==> config.mk <==
export PLATFORM = sky130hd
export DESIGN_NAME = dac_readback_fsm
export DESIGN_NICKNAME = d
export VERILOG_FILES = /design/src/rtl/dac_readback_fsm.sv
export SDC_FILE = /design/constraint.sdc
export NUM_CORES = 1
export LEC_CHECK = 0
export CORE_AREA = 2 2 65 91
export CTS_CLUSTER_SIZE = 28
export DETAILED_ROUTE_END_ITERATION = 10
export DIE_AREA = 0 0 67 93
export PLACE_DENSITY = 0.74
export SLEW_MARGIN = 20
export SYNTH_ARGS = -nofsm -noshare
export SYNTH_HDL_FRONTEND = slang
export SYNTH_SLANG_ARGS = --single-unit
export TNS_END_PERCENT = 5
==> constraint.sdc <==
create_clock -name clk -period 2 [get_ports clk]
set_input_delay 0.4 -clock clk [delete_from_list [all_inputs] [get_ports clk]]
set_output_delay 0.4 -clock clk [all_outputs]
set_load 0.05 [all_outputs]
==> src/rtl/dac_readback_fsm.sv <==
// dac_readback_fsm
// Answers the UART read-back command "v". It reads two bytes from the DAC
// over I2C, then replies "V" followed by ten ASCII '0'/'1' characters (DAC
// code bits [11:2], MSB first) and LF. If the I2C read does not complete in
// time, it replies "E" LF instead.
//
// Handshake rules:
//   - UART_DataReady and I2CDataReady are single-cycle strobes. Their data
//     is sampled only in that cycle.
//   - I2C_load and UART_TxLoad are registered single-cycle strobes. Each is
//     issued only after the matching busy input was seen low in the
//     previous cycle.
//   - After a UART_TxLoad the transmitter raises UART_TxBusy one cycle
//     late. TX_WAIT therefore ignores busy in its first cycle.
module dac_readback_fsm #(
  parameter logic [6:0] DAC_ADDR       = 7'b0001101,
  parameter int         TIMEOUT_CYCLES = 1000000,
  parameter int         TO_W           = 20
) (
  input  logic        clk,
  input  logic        rst,
  input  logic [7:0]  UART_Rx,
  input  logic        UART_DataReady,
  output logic [7:0]  UART_Tx,
  output logic        UART_TxLoad,
  input  logic        UART_TxBusy,
  output logic [6:0]  I2Caddr,
  output logic        I2Cr_w,
  output logic        I2Cbytes,
  output logic        I2C_load,
  input  logic        I2CBusy,
  input  logic        I2CDataReady,
  input  logic [15:0] I2CRxData,
  output logic [2:0]  o_dbg_state
);

  typedef enum logic [2:0] {
    S_IDLE     = 3'd0,
    S_I2C_REQ  = 3'd1,
    S_I2C_WAIT = 3'd2,
    S_TX_LOAD  = 3'd3,
    S_TX_WAIT  = 3'd4,
    S_TX_DONE  = 3'd5
  } state_t;

  localparam logic [7:0]      CMD_READ = 8'h76;  // "v"
  localparam logic [7:0]      CH_V     = 8'h56;  // "V"
  localparam logic [7:0]      CH_E     = 8'h45;  // "E"
  localparam logic [7:0]      CH_LF    = 8'h0A;
  localparam logic [7:0]      CH_0     = 8'h30;
  localparam logic [7:0]      CH_1     = 8'h31;
  localparam logic [TO_W-1:0] TO_LAST  = TO_W'(TIMEOUT_CYCLES - 1);

  state_t            r_state;
  logic [15:0]       r_data;
  logic [3:0]        r_idx;
  logic [TO_W-1:0]   r_to_cnt;
  logic              r_err;
  logic              r_first;
  logic [7:0]        r_tx;
  logic              r_tx_load;
  logic              r_i2c_load;

  state_t            w_state_nx;
  logic [15:0]       w_data_nx;
  logic [3:0]        w_idx_nx;
  logic [TO_W-1:0]   w_to_nx;
  logic              w_err_nx;
  logic              w_first_nx;
  logic [7:0]        w_tx_nx;
  logic              w_tx_load_nx;
  logic              w_i2c_load_nx;

  logic [3:0]        w_last_idx;
  logic [3:0]        w_bit_sel;
  logic [7:0]        w_byte;

  // The I2C request parameters are fixed: a 2-byte read from the DAC.
  assign I2Caddr     = DAC_ADDR;
  assign I2Cr_w      = 1'b1;
  assign I2Cbytes    = 1'b1;
  assign UART_Tx     = r_tx;
  assign UART_TxLoad = r_tx_load;
  assign I2C_load    = r_i2c_load;
  assign o_dbg_state = r_state;

  // Select the reply byte for the current index. Index 1 maps to data bit 11
  // and index 10 maps to data bit 2.
  always_comb begin
    w_last_idx = r_err ? 4'd1 : 4'd11;
    w_bit_sel  = 4'd12 - r_idx;
    w_byte     = CH_LF;
    if (r_err) begin
      w_byte = (r_idx == 4'd0) ? CH_E : CH_LF;
    end else if (r_idx == 4'd0) begin
      w_byte = CH_V;
    end else if (r_idx == 4'd11) begin
      w_byte = CH_LF;
    end else begin
      w_byte = r_data[w_bit_sel] ? CH_1 : CH_0;
    end
  end

  // Compute the next state and the next value of every register.
  always_comb begin
    w_state_nx    = r_state;
    w_data_nx     = r_data;
    w_idx_nx      = r_idx;
    w_to_nx       = r_to_cnt;
    w_err_nx      = r_err;
    w_first_nx    = r_first;
    w_tx_nx       = r_tx;
    w_tx_load_nx  = 1'b0;
    w_i2c_load_nx = 1'b0;
    case (r_state)
      S_IDLE: begin
        if (UART_DataReady && (UART_Rx == CMD_READ)) begin
          w_state_nx = S_I2C_REQ;
        end
      end
      S_I2C_REQ: begin
        if (!I2CBusy) begin
          w_i2c_load_nx = 1'b1;
          w_to_nx       = '0;
          w_state_nx    = S_I2C_WAIT;
        end
      end
      S_I2C_WAIT: begin
        w_to_nx = r_to_cnt + TO_W'(1);
        // If data and timeout arrive in the same cycle, the data wins.
        if (I2CDataReady) begin
          w_data_nx  = I2CRxData;
          w_err_nx   = 1'b0;
          w_idx_nx   = 4'd0;
          w_state_nx = S_TX_LOAD;
        end else if (r_to_cnt == TO_LAST) begin
          w_err_nx   = 1'b1;
          w_idx_nx   = 4'd0;
          w_state_nx = S_TX_LOAD;
        end
      end
      S_TX_LOAD: begin
        if (!UART_TxBusy) begin
          w_tx_nx      = w_byte;
          w_tx_load_nx = 1'b1;
          w_first_nx   = 1'b1;
          w_state_nx   = S_TX_WAIT;
        end
      end
      S_TX_WAIT: begin
        if (r_first) begin
          w_first_nx = 1'b0;
        end else if (!UART_TxBusy) begin
          if (r_idx == w_last_idx) begin
            w_state_nx = S_TX_DONE;
          end else begin
            w_idx_nx   = r_idx + 4'd1;
            w_state_nx = S_TX_LOAD;
          end
        end
      end
      S_TX_DONE: begin
        w_state_nx = S_IDLE;
      end
      default: begin
        w_state_nx = S_IDLE;
      end
    endcase
  end

  // State and datapath registers. Reset abandons any transfer in progress.
  always_ff @(posedge clk) begin
    if (rst) begin
      r_state    <= S_IDLE;
      r_data     <= '0;
      r_idx      <= '0;
      r_to_cnt   <= '0;
      r_err      <= 1'b0;
      r_first    <= 1'b0;
      r_tx       <= 8'h00;
      r_tx_load  <= 1'b0;
      r_i2c_load <= 1'b0;
    end else begin
      r_state    <= w_state_nx;
      r_data     <= w_data_nx;
      r_idx      <= w_idx_nx;
      r_to_cnt   <= w_to_nx;
      r_err      <= w_err_nx;
      r_first    <= w_first_nx;
      r_tx       <= w_tx_nx;
      r_tx_load  <= w_tx_load_nx;
      r_i2c_load <= w_i2c_load_nx;
    end
  end

endmodule

==> results of run 1 <==
## final cells by class
cell class              instances  area (sq um)
clock buffers                   6          82.6
clock inverters                 2          13.8
fillers                       537          2150
inverters                       9          33.8
multi-input cells             244          1530
flip-flops and latches         53          1070
well taps                      68          85.1
repair buffers                 53           490
## cells by family (layout without fill, tap and decap cells)
group | after synthesis | count (layout) | synth area share
simple gates | 149 | 149 | 0.289
compound gates | 65 | 65 | 0.148
flops | 53 | 53 | 0.391
buf+inv | 39 | 70 | 0.0714
mux | 15 | 15 | 0.0770
fa+ha+maj | 3 | 3 | 0.0138
other cells | 2 | 10 | 0.00277
xor+xnor | 2 | 2 | 0.00645
## state kept, by name, indices dropped and copies added (netlist names)
| register | flops |
|---|---|
| r_data | 16 |
| I2C_load | 1 |
| o_dbg_state | 3 |
| r_idx | 4 |
| r_first | 1 |
| UART_Tx | 6 |
| r_to_cnt | 20 |
| r_err | 1 |
| UART_TxLoad | 1 |
## layer usage
layer  vias up  track usage
li1       1222            -
met1      1116        0.235
met2        41        0.374
met3        10       0.0349
met4         0       0.0765
met5         -            0
## path summary, 6_finish.rpt
kind / startpoint / endpoint / slack [ns] / depth (start not counted)
max: r_to_cnt[19] / r_idx[3] / 0.06 / 5
min reg2reg: r_data[11] / r_data[11] / 0.46 / 2
max reg2reg: r_to_cnt[19] / r_idx[3] / 0.06 / 5
min: r_data[11] / r_data[11] / 0.46 / 2
## power by group through the flow
stage	clock [uW]	sequential, uW	combinational [uW]
finish	635	1200	831
global route	690	1220	907
CTS	652	1210	822
detailed placement	0	1230	820
global placement	0	1230	812
floorplan	0	1280	531
## through the flow
step | power (uW) | setup slack (ns) | hold WS, ns | std cells | util
final | 2670 | 0.0608 | 0.459 | 435 | 0.606
after global routing | 2820 | 0.000663 | 0.482 | 435 | 0.606
after CTS | 2680 | 0.0237 | 0.460 | 435 | 0.599
after detailed placement | 2050 | 0.0552 | 0.447 | 427 | 0.581
after global placement | 2040 | 0.0902 | 0.439 | 427 | 0.581
after floorplan | 1810 | 0.0109 | 0.433 | 336 | -
## worst max-delay path, cell delays in order, from the launching register on
cell                      delay [ns]
sky130_fd_sc_hd__dfxtp_1        0.36
sky130_fd_sc_hd__or4bb_4        0.55
sky130_fd_sc_hd__nor4_4         0.31
sky130_fd_sc_hd__a211o_2        0.25
sky130_fd_sc_hd__nand4_2        0.08
sky130_fd_sc_hd__a32o_2         0.27
## cells in the final DEF, fill, tap and decap left out, types with 2 or more instances in the layout
cell type	Yosys	routed
sky130_fd_sc_hd__buf_4	11	14
sky130_fd_sc_hd__mux2_2	6	6
sky130_fd_sc_hd__and2_1	3	3
sky130_fd_sc_hd__a21oi_1	37	37
sky130_fd_sc_hd__mux4_2	4	4
sky130_fd_sc_hd__conb_1	2	10
sky130_fd_sc_hd__and3_1	4	4
sky130_fd_sc_hd__nand2_1	59	59
sky130_fd_sc_hd__nand2b_1	3	3
sky130_fd_sc_hd__a31oi_1	2	2
sky130_fd_sc_hd__inv_1	9	9
sky130_fd_sc_hd__mux2i_1	4	4
sky130_fd_sc_hd__a311oi_1	2	2
sky130_fd_sc_hd__nand4_1	6	6
sky130_fd_sc_hd__clkdlybuf4s50_1	0	38
sky130_fd_sc_hd__or3b_1	3	3
sky130_fd_sc_hd__nand4_2	2	2
sky130_fd_sc_hd__o21ai_0	5	5
sky130_fd_sc_hd__o31ai_1	2	2
sky130_fd_sc_hd__o211ai_1	4	4
sky130_fd_sc_hd__ha_1	3	3
sky130_fd_sc_hd__nor3_1	9	9
sky130_fd_sc_hd__nor4_2	2	2
sky130_fd_sc_hd__and4_1	2	2
sky130_fd_sc_hd__dfxtp_1	53	51
sky130_fd_sc_hd__clkbuf_8	0	6
sky130_fd_sc_hd__or4_1	2	2
sky130_fd_sc_hd__nand3_1	12	12
sky130_fd_sc_hd__or3_1	6	6
sky130_fd_sc_hd__nor2_1	22	22
==> metrics list, run 1 <==
- Synth warn: 0
- Of the total power, the share spent switching nets is 0.353.
- Relative contribution of combinational cells to total power: 0.311
- Among all flip-flop cells after synthesis, the most frequent one is sky130_fd_sc_hd__dfxtp_1.
* Int Pwr: approximately 1700 uW
* Library cell with the largest summed area after synthesis: sky130_fd_sc_hd__dfxtp_1
- Synthesis produced approximately 330 cells.
- After the last flow step, the layout net total stands at 399.
- Post-Syn Area: roughly 0.0027 sq mm
- Clock latency on the worst-skew pair, taken at its later pin, is 0.31 ns.
- Largest vdd supply drop: roughly 0.00043 V
- Share of layout cells above drive strength 1: 0.142
- Across every metal layer, demand over resource in global routing totals 0.206.
- After detailed routing, no signal wire sits above met4.
- Of the total power, registers draw 0.451.
- Counting flops with an async set or reset pin after synthesis yields a share of 0.
- Clock-pin slew was measured on the worst setup and hold paths at roughly 0.10 ns.
* Number of diodes: 0
- In this run, distinct cell masters in the synthesized netlist total 56.
- In the final routed layout, each cell accounts on average for between 10 and 15 microns.
- The root buffer cell chosen for the clock tree is sky130_fd_sc_hd__clkbuf_8.
- Count of TritonRoute iterations in the first routing pass: 4
* Pin count of the biggest net entering global routing: 34
- Required @ worst endpoint: about 2.2 ns
- Number of placement rows: 32
- Path type of the worst min-delay path: flop to flop
- CP max FO: 8
- The number of antenna violations at the first check in global routing is 0.
* Metal2 WL: about 3300 microns
- DRT iter0 DRCs: between 60 and 70
- Final weighted congestion of routability-driven global placement: between 0.8 and 0.9
- For this configuration, the core starts out at a cell density of 0.499.
* Count of port buffers added during placement: 41
- Horizontal die dimension: 67 microns
* M1 WL: around 2400 microns
- Averaged over all synthesized cells, the footprint is between 8 and 9 sq um.
* Flip-flop and latch count after synthesis: 53
* Clock tree from TritonCTS: yes
- Once layout is done, the placed cells without fillers occupy 0.00330 sq mm.
- Power per Cell Area: approximately 800 mW/mm^2
- Setup Total Neg Slack: 0 ns
- Total count of hold-check failures in the final report: 0
* Most frequent cells after synthesis: 59 x sky130_fd_sc_hd__nand2_1, 53 x sky130_fd_sc_hd__dfxtp_1, 37 x sky130_fd_sc_hd__a21oi_1
- Area delta synth->final: 21.5%
- Clk buf depth: 2
* Area of the placeable core: about 0.0054 sq mm
- By startpoint and endpoint, the worst setup path is classified as flop to flop.
- Routed via count: roughly 2400
- Number of global-route vias before repair: between 2000 and 2500
- Sequential area share after synthesis: 0.391
* Period Utilization, post-route: 0.970
- Htree depth: 2
- Synth area leaders: sky130_fd_sc_hd__dfxtp_1 39%, sky130_fd_sc_hd__nand2_1 8.2%, sky130_fd_sc_hd__a21oi_1 6.8%
- The tool flagged a number of max-cap violations equal to 0.
- Of the post-synthesis cell area, the dominant cell type holds 0.391.
- Setup repair after global routing left no endpoint under its margin.
* Leakage power figure: ~0.0011 uW
* Crit path arrival time: approximately 2.1 ns
- For this design, the CTS-stage hold fixing added 0 buffers.
- For this design the total switching power over the nets is 942 uW.
- After detailed routing, the met3 layer carries roughly 200 microns of wire.
- The tree built by TritonCTS fans out to between 50 and 60 sinks.
* Proportion of power drawn by the clock network: 0.238
- Timing would allow up to about 520 MHz.
- CP endpoint kind: flop
- Number of endpoints failing setup at the final stage: 0
- The placed instances occupy a cell area of ~0.0032 sq mm.
- In the post-synthesis netlist, the cell with the most instances is sky130_fd_sc_hd__nand2_1.
- Final slew viol count: 0
- Result of the run: finished clean
- Dividing the detail-routed via count by the number of cells gives 5.49.
- Clock skew on the completed layout was measured at 0.0111 ns.
* DP Wirelength: ~4400 microns
* Slew at the pin closest to its max-slew limit: approximately 0.52 ns
- Once detail routing completed, the nets flagged for antenna violations numbered 0.
- Number of CTS-inserted buffers: 5
- The final layout contains routed wiring with a total length of between 6000 and 7000 microns.
* Remaining global-route overflow: 0
* Nature of the critical path startpoint: flop
* Overall die area: 0.00623 sq mm
- For this run, design rule violations remaining after detail routing come to 0.
- 52 I/O pins were placed.
* Tmin final: roughly 1.9 ns
* Quantity of gates resized following cts: 0
- Height of the die: about 93 microns
- The worst pin sits at a relative slew slack of 0.650.
* First-pass GRT wire length: 10100 microns
- Number of enable flip-flop cells after synthesis: 0
- Buffers added to address setup during post-CTS repair amount to 0.
Power figures use the tool's default switching activity.
==> run 2, diff against run 1 <==
Settings changed: SKIP_LAST_GASP set to 1.
==> metrics list, run 2 (synthesis results as in run 1) <==
- The number of hold violations in the final report came to 0 (unchanged).
* Wirelength per Cell: 13.8 microns (-0.53%)
- Final weighted congestion of routability-driven global placement: 0.844 (unchanged)
- Setup Total Neg Slack: 0 ns (unchanged)
* Path type of the worst min-delay path: flop to flop
* Number of setup buffers added after CTS: 0 (unchanged)
- The maximum root-to-sink buffer count came to 2 (unchanged).
- Proportion of total power due to net switching: 0.353 (+0.000607)
- Htree depth: 2 (unchanged)
- Clock slew at reported path FFs: 0.10 ns (about the same)
* CP endpoint kind: flop
- Height of the die: 93 microns (unchanged)
- Commonest non-fill, non-tap cell in the layout: sky130_fd_sc_hd__nand2_1
* Crit path arrival time: 2.17 ns (+0.03 ns)
- The critical path in this run is classified as flop to flop.
- The max-cap check violation count was 0 (unchanged).
* Total routing resource utilization after global routing: 0.206 (unchanged)
- The total power consumption of the routed design came to 2660 uW (-0.27%).
- Initial cell density of the core: 0.499 (unchanged)
* Number of global-route vias before repair: 2312 (unchanged)
* Pin count of the biggest net entering global routing: 34 (unchanged)
- Final slew viol count: 0 (unchanged)
* Count of port buffers added during placement: 41 (unchanged)
* Result of the run: finished clean
- Switching component of the power: 941 uW (-0.10%)
- The horizontal die dimension came to 67 microns (unchanged).
* Count of TritonRoute iterations in the first routing pass: 4 (unchanged)
* DRT iter0 DRCs: 73 (+14%)
* DP Wirelength: 4420 microns (unchanged)
- The via density per instance is 5.49 (about the same).
- Relative contribution of combinational cells to total power: 0.309 (-0.002)
- Reg with most FFs: r_to_cnt
- Nature of the critical path startpoint: flop
- CP max FO: 8 (unchanged)
* Root Buffer: sky130_fd_sc_hd__clkbuf_8
* Largest vdd supply drop: 0.000429 V (about the same)
- Antenna violation net count after detailed routing: 0 (unchanged)
* Clock tree from TritonCTS: yes
- Overall die area: 0.00623 sq mm (unchanged)
* Design Area, Final: 0.00329 sq mm (-0.23%)
* Achievable Freq: 503 MHz (-2.4%)
- The number of endpoints failing setup at the final stage is 0 (unchanged).
- The number of antenna violations at the first check in global routing came to 0 (unchanged).
* Number of CTS-inserted buffers: 5 (unchanged)
- CTS hold repair buffers: 0 (unchanged)
- Sequential cell fraction of total power: 0.452 (about the same)
- In the layout the commonest cells are 59 x sky130_fd_sc_hd__nand2_1, 51 x sky130_fd_sc_hd__dfxtp_1, 38 x sky130_fd_sc_hd__clkdlybuf4s50_1.
* Number of ports placed on the die boundary: 52 (unchanged)
* Worst slew margin: 0.652 (+0.00254)
* Required @ worst endpoint: 2.18 ns (-0.02 ns)
* Int Pwr: 1720 uW (-0.37%)
- Area delta synth->final: 21.2%
- The fraction of final layout cells sized beyond drive strength 1 is 0.139 (-0.00272).
* Placement Cell Area: 0.00317 sq mm (unchanged)
- The antenna diode count is 0 (unchanged).
- RSZ-0062 raised after global routing: yes
- Total clock sinks: 53 (unchanged)
* Leakage power figure: 0.00112 uW (about the same)
- The maximum clock skew at final layout is 0.0106 ns (-0.000511 ns).
- Area of the placeable core: 0.00545 sq mm (unchanged)
- The global-route congestion overflow total is 0 (unchanged).
- The share of the clock period used by the worst path after layout came to 0.994 (+0.0242).
- Flip-flop count of the largest register after layout: 20 (unchanged)
- First-pass GRT wire length: 10100 microns (unchanged)
- The clock network fraction of design power is 0.238 (about the same).
- The post-detailed-route DRC marker count was 0 (unchanged).
- Power per Cell Area: 809 mW/mm^2 (about the same)
- Clock latency on the worst-skew pair: 0.31 ns (about the same)
* Slew at the pin closest to its max-slew limit: 0.520 ns (-0.00381 ns)
* Register-to-Register Setup Slack: 0.01 ns (-0.05 ns)
- The final period demand of the worst path is 1.99 ns (+0.0483 ns).
- The number of cells upsized or downsized after cts is 0 (unchanged).
- The final net count was 399 (unchanged).
- Number of placement rows: 32 (unchanged)
* Routed via count: 2390 (+0.042%)
- The detailed-route wire length is 6000 microns (-0.53%).
## run 2: cell counts in the layout (fill, tap and decap cells not counted)
Identical to the previous run, type by type.
## run 2: layer usage
metal	global-route usage	up-vias	part of all wire
met5	0	-	0
met4	0.0765	0	0.013
met3	0.0349	8	0.035
met2	0.374	45	0.55
met1	0.235	1115	0.40
li1	-	1222	-
## run 2: stage by stage
stage / setup WS [ns] / hold WS (ns) / utilization / std cells
2_1_floorplan: 0.0109 / 0.433 / - / 336
3_3_place_gp: 0.0902 / 0.439 / 0.581 / 427
3_5_place_dp: 0.0552 / 0.447 / 0.581 / 427
4_1_cts: 0.0237 / 0.460 / 0.599 / 435
5_1_grt: -0.0708 / 0.482 / 0.605 / 435
6_report: 0.0124 / 0.458 / 0.605 / 435
## run 2: path summary, 6_finish.rpt
| kind | start | to | cells after the start |
|---|---|---|---|
| setup reg to reg | r_to_cnt[7] | r_idx[2] | 5 |
| hold / removal | r_data[11] | r_data[11] | 2 |
| hold reg to reg | r_data[11] | r_data[11] | 2 |
| setup / recovery | r_to_cnt[7] | r_idx[2] | 5 |
## run 2: layout make-up
cell class,count,area (sq um)
Clock buffer,6,82.6
Clock inverter,2,13.8
Fill cell,537,2150
Inverter,9,33.8
Multi-Input combinational cell,244,1520
Sequential cell,53,1070
Tap cell,68,85.1
Timing Repair Buffer,53,490
## run 2: power by group through the flow
stage / combinational, uW / sequential (uW) / clock [uW]
floorplan: 531 / 1280 / 0
global placement: 812 / 1230 / 0
detailed placement: 820 / 1230 / 0
CTS: 822 / 1210 / 652
global route: 899 / 1220 / 690
finish: 824 / 1200 / 635
## run 2: critical path, stage by stage, from the launching register on
cell and delay (ns):
sky130_fd_sc_hd__dfxtp_1 0.35, sky130_fd_sc_hd__or4_1 0.56, sky130_fd_sc_hd__nor4_4 0.33, sky130_fd_sc_hd__a211o_2 0.25
sky130_fd_sc_hd__and3_2 0.27, sky130_fd_sc_hd__o311ai_2 0.10
==> run 3, diff against run 2 <==
Settings changed: GPL_TIMING_DRIVEN set to 0.
==> metrics list, run 3 (synthesis results as in run 1) <==
* Wirelength per Cell: 13.7 microns (-0.56%)
- Most frequent cells in the layout: 59 x sky130_fd_sc_hd__nand2_1, 51 x sky130_fd_sc_hd__dfxtp_1, 40 x sky130_fd_sc_hd__clkdlybuf4s50_1
* Layout fillers: 514 (-4.3%)
* Area delta synth->final: 25.3%
- The maximum frequency from static timing analysis came to 483 MHz (-4.1%).
* Total clock sinks: 53 (unchanged)
* Utilization after layout: 0.625 (+0.0202)
- Detailed-route wire length: 6270 microns (+4.5%)
- The final period demand of the worst path came to 2.07 ns (+0.0843 ns).
* Critical path start-end classification: flop to output port
- Area of the placeable core: 0.00545 sq mm (unchanged)
- First-pass GRT wire length: 10500 microns (+3.8%)
- The standard-cell row count is 32 (unchanged).
* Largest stage delay on the critical path: 0.86 ns (+0.30 ns)
* Clk buf depth: 2 (unchanged)
* Area taken by multi-input logic gates: 0.00150 sq mm (-1.2%)
* Reg with most FFs: r_to_cnt
- Count of TritonRoute iterations in the first routing pass: 5 (+1)
- The detailed placer's ending HPWL is 4660 microns (+5.3%).
* Footprint of the flip-flops and latches: 0.00107 sq mm (unchanged)
- The static power due to leakage was 0.00118 uW (+5.1%).
- STA classifies the critical path startpoint as a flop.
- DRT iter0 DRCs: 128 (+75%)
* Total count of hold-check failures in the final report: 0 (unchanged)
- Number of global-route vias before repair: 2391 (+3.4%)
- The number of I/O pins came to 52 (unchanged).
- The arrival time reported for the critical path endpoint is 1.67 ns (-0.50 ns).
- The checks that failed: setup timing.
- The slowest stage of the critical path belongs to the cell sky130_fd_sc_hd__clkdlybuf4s50_1.
- Number of CTS-inserted buffers: 5 (unchanged)
- The worst-margin pin slew came to 0.584 ns (+0.0633 ns).
* CP max FO: 6 (-2)
- The library cell used most frequently in the layout, excluding fill and tap cells, is sky130_fd_sc_hd__nand2_1.
- Horizontal die dimension: 67 microns (unchanged)
- Worst slew margin: 0.608 (-0.0444)
- The vertical die dimension came to 93 microns (unchanged).
* Final weighted congestion of routability-driven global placement: 0.830 (-1.7%)
- The total power per unit cell area is 816 mW/mm^2 (+0.89%).
- The number of vias in the routed layout is 2519 (+5.4%).
* Pin count of the biggest net entering global routing: 17 (-50%)
- STA classifies the critical path endpoint as an output port.
- Worst path buffer plus inverter count: 1 (+1)
- Number of endpoints failing setup at the final stage: 3 (+3)
* Vias per Instance: 5.51 (+0.32%)
- Path type of the worst min-delay path: flop to flop
- Number of diodes: 0 (unchanged)
- Post-route clock skew: 0.00607 ns (-0.00456 ns)
- Largest vdd supply drop: 0.000649 V (+51%)
- Overall die area: 0.00623 sq mm (unchanged)
* Remaining global-route overflow: 0 (unchanged)
* Setup ws final: -0.0719 ns (-0.0843 ns)
* Layout net count: 421 (+5.5%)
- The number of slew-limit violations in the final report is 0 (unchanged).
- The count of hold buffers inserted by post-cts repair was 0 (unchanged).
- The flip-flop count of the largest register after layout came to 20 (unchanged).
* Htree depth: 2 (unchanged)
- Max capacitance violation total: 0 (unchanged)
- TritonCTS built the clock tree.
* Antenna violation net count after detailed routing: 0 (unchanged)
* Root Buffer: sky130_fd_sc_hd__clkbuf_8
- Count of port buffers added during placement: 40 (-2.4%)
- The worst endpoint required time is 1.60 ns (-0.58 ns).
* Period Utilization, post-route: 1.04 (+0.0421)
- The clock-pin slew on the worst setup and hold paths was 0.10 ns (about the same).
* Total routing resource utilization after global routing: 0.217 (+0.0104)
- Antenna violations before repair: 0 (unchanged)
- The flow ran to the end, but the final reports show violations.
- The starting density of the core came to 0.499 (unchanged).
- Top delay family on crit path: buffers and inverters
- Setup Total Neg Slack: -0.0948 ns (-0.0948 ns)
* Clock latency on the worst-skew pair: 0.31 ns (about the same)
- The critical path goes through clkdlybuf4s50_1.
- The post-detailed-route DRC marker count came to 0 (unchanged).
- RSZ-0062 raised after global routing: yes
- The fraction of final layout cells sized beyond drive strength 1 came to 0.147 (+0.00756).
==> run 3: changes by cell type in the layout (fill, tap and decap cells not counted), moves of 2 or more <==
cell / previous run / this run
sky130_fd_sc_hd__buf_2: 1 / 3
sky130_fd_sc_hd__buf_4: 14 / 18
sky130_fd_sc_hd__clkbuf_1: 0 / 12
sky130_fd_sc_hd__clkbuf_4: 0 / 2
sky130_fd_sc_hd__clkdlybuf4s50_1: 38 / 40
==> run 3: report_power, final <==
group | leakage, uW | switching (uW) | internal, uW
registers | 0.000429 | 53.9 | 1130
clock network | 0.0000549 | 368 | 320
logic | 0.000693 | 548 | 359
==> run 3: worst paths after layout <==
path / from / to / slack, ns / cells after the start
setup / recovery: o_dbg_state[0] / o_dbg_state[0] / -0.07 / 1
hold / removal: r_data[1] / r_data[1] / 0.46 / 2
setup reg to reg: r_to_cnt[0] / r_idx[2] / -0.01 / 6
hold reg to reg: r_data[1] / r_data[1] / 0.46 / 2
==> run 3: area by class of cell <==
class                      count  area share
buffer                        28      0.0463
clock buffer                   7      0.0283
multi-input combinational    244       0.441
clock inverter                 1     0.00257
tap                           68      0.0250
inverter                       9     0.00993
sequential                    53       0.313
timing repair buffer          47       0.133
==> run 3: repair_timing <==
item | CTS | global route
endpoints found under the setup margin | 11 | 26
pin swaps | 1 | 0
buffers inserted | 7 | 0
gates resized for setup | 0 | 4
==> run 3: metal layers <==
metal / GRT usage / wire [microns]
met5: 0 / 0
met4: 0.0884 / 143
met3: 0.0373 / 274
met2: 0.386 / 3330
met1: 0.249 / 2520
==> run 3: metrics by stage <==
stage	area [sq um]	power, uW	hold WS, ns	instances	setup slack, ns
after floorplan	2750	1810	0.433	336	0.0109
after global placement	3240	2040	0.441	444	-0.103
after detailed placement	3240	2050	0.447	444	-0.239
after CTS	3390	2790	0.462	459	-0.0786
after global routing	3400	2920	0.476	457	-0.119
final	3400	2780	0.458	457	-0.0719
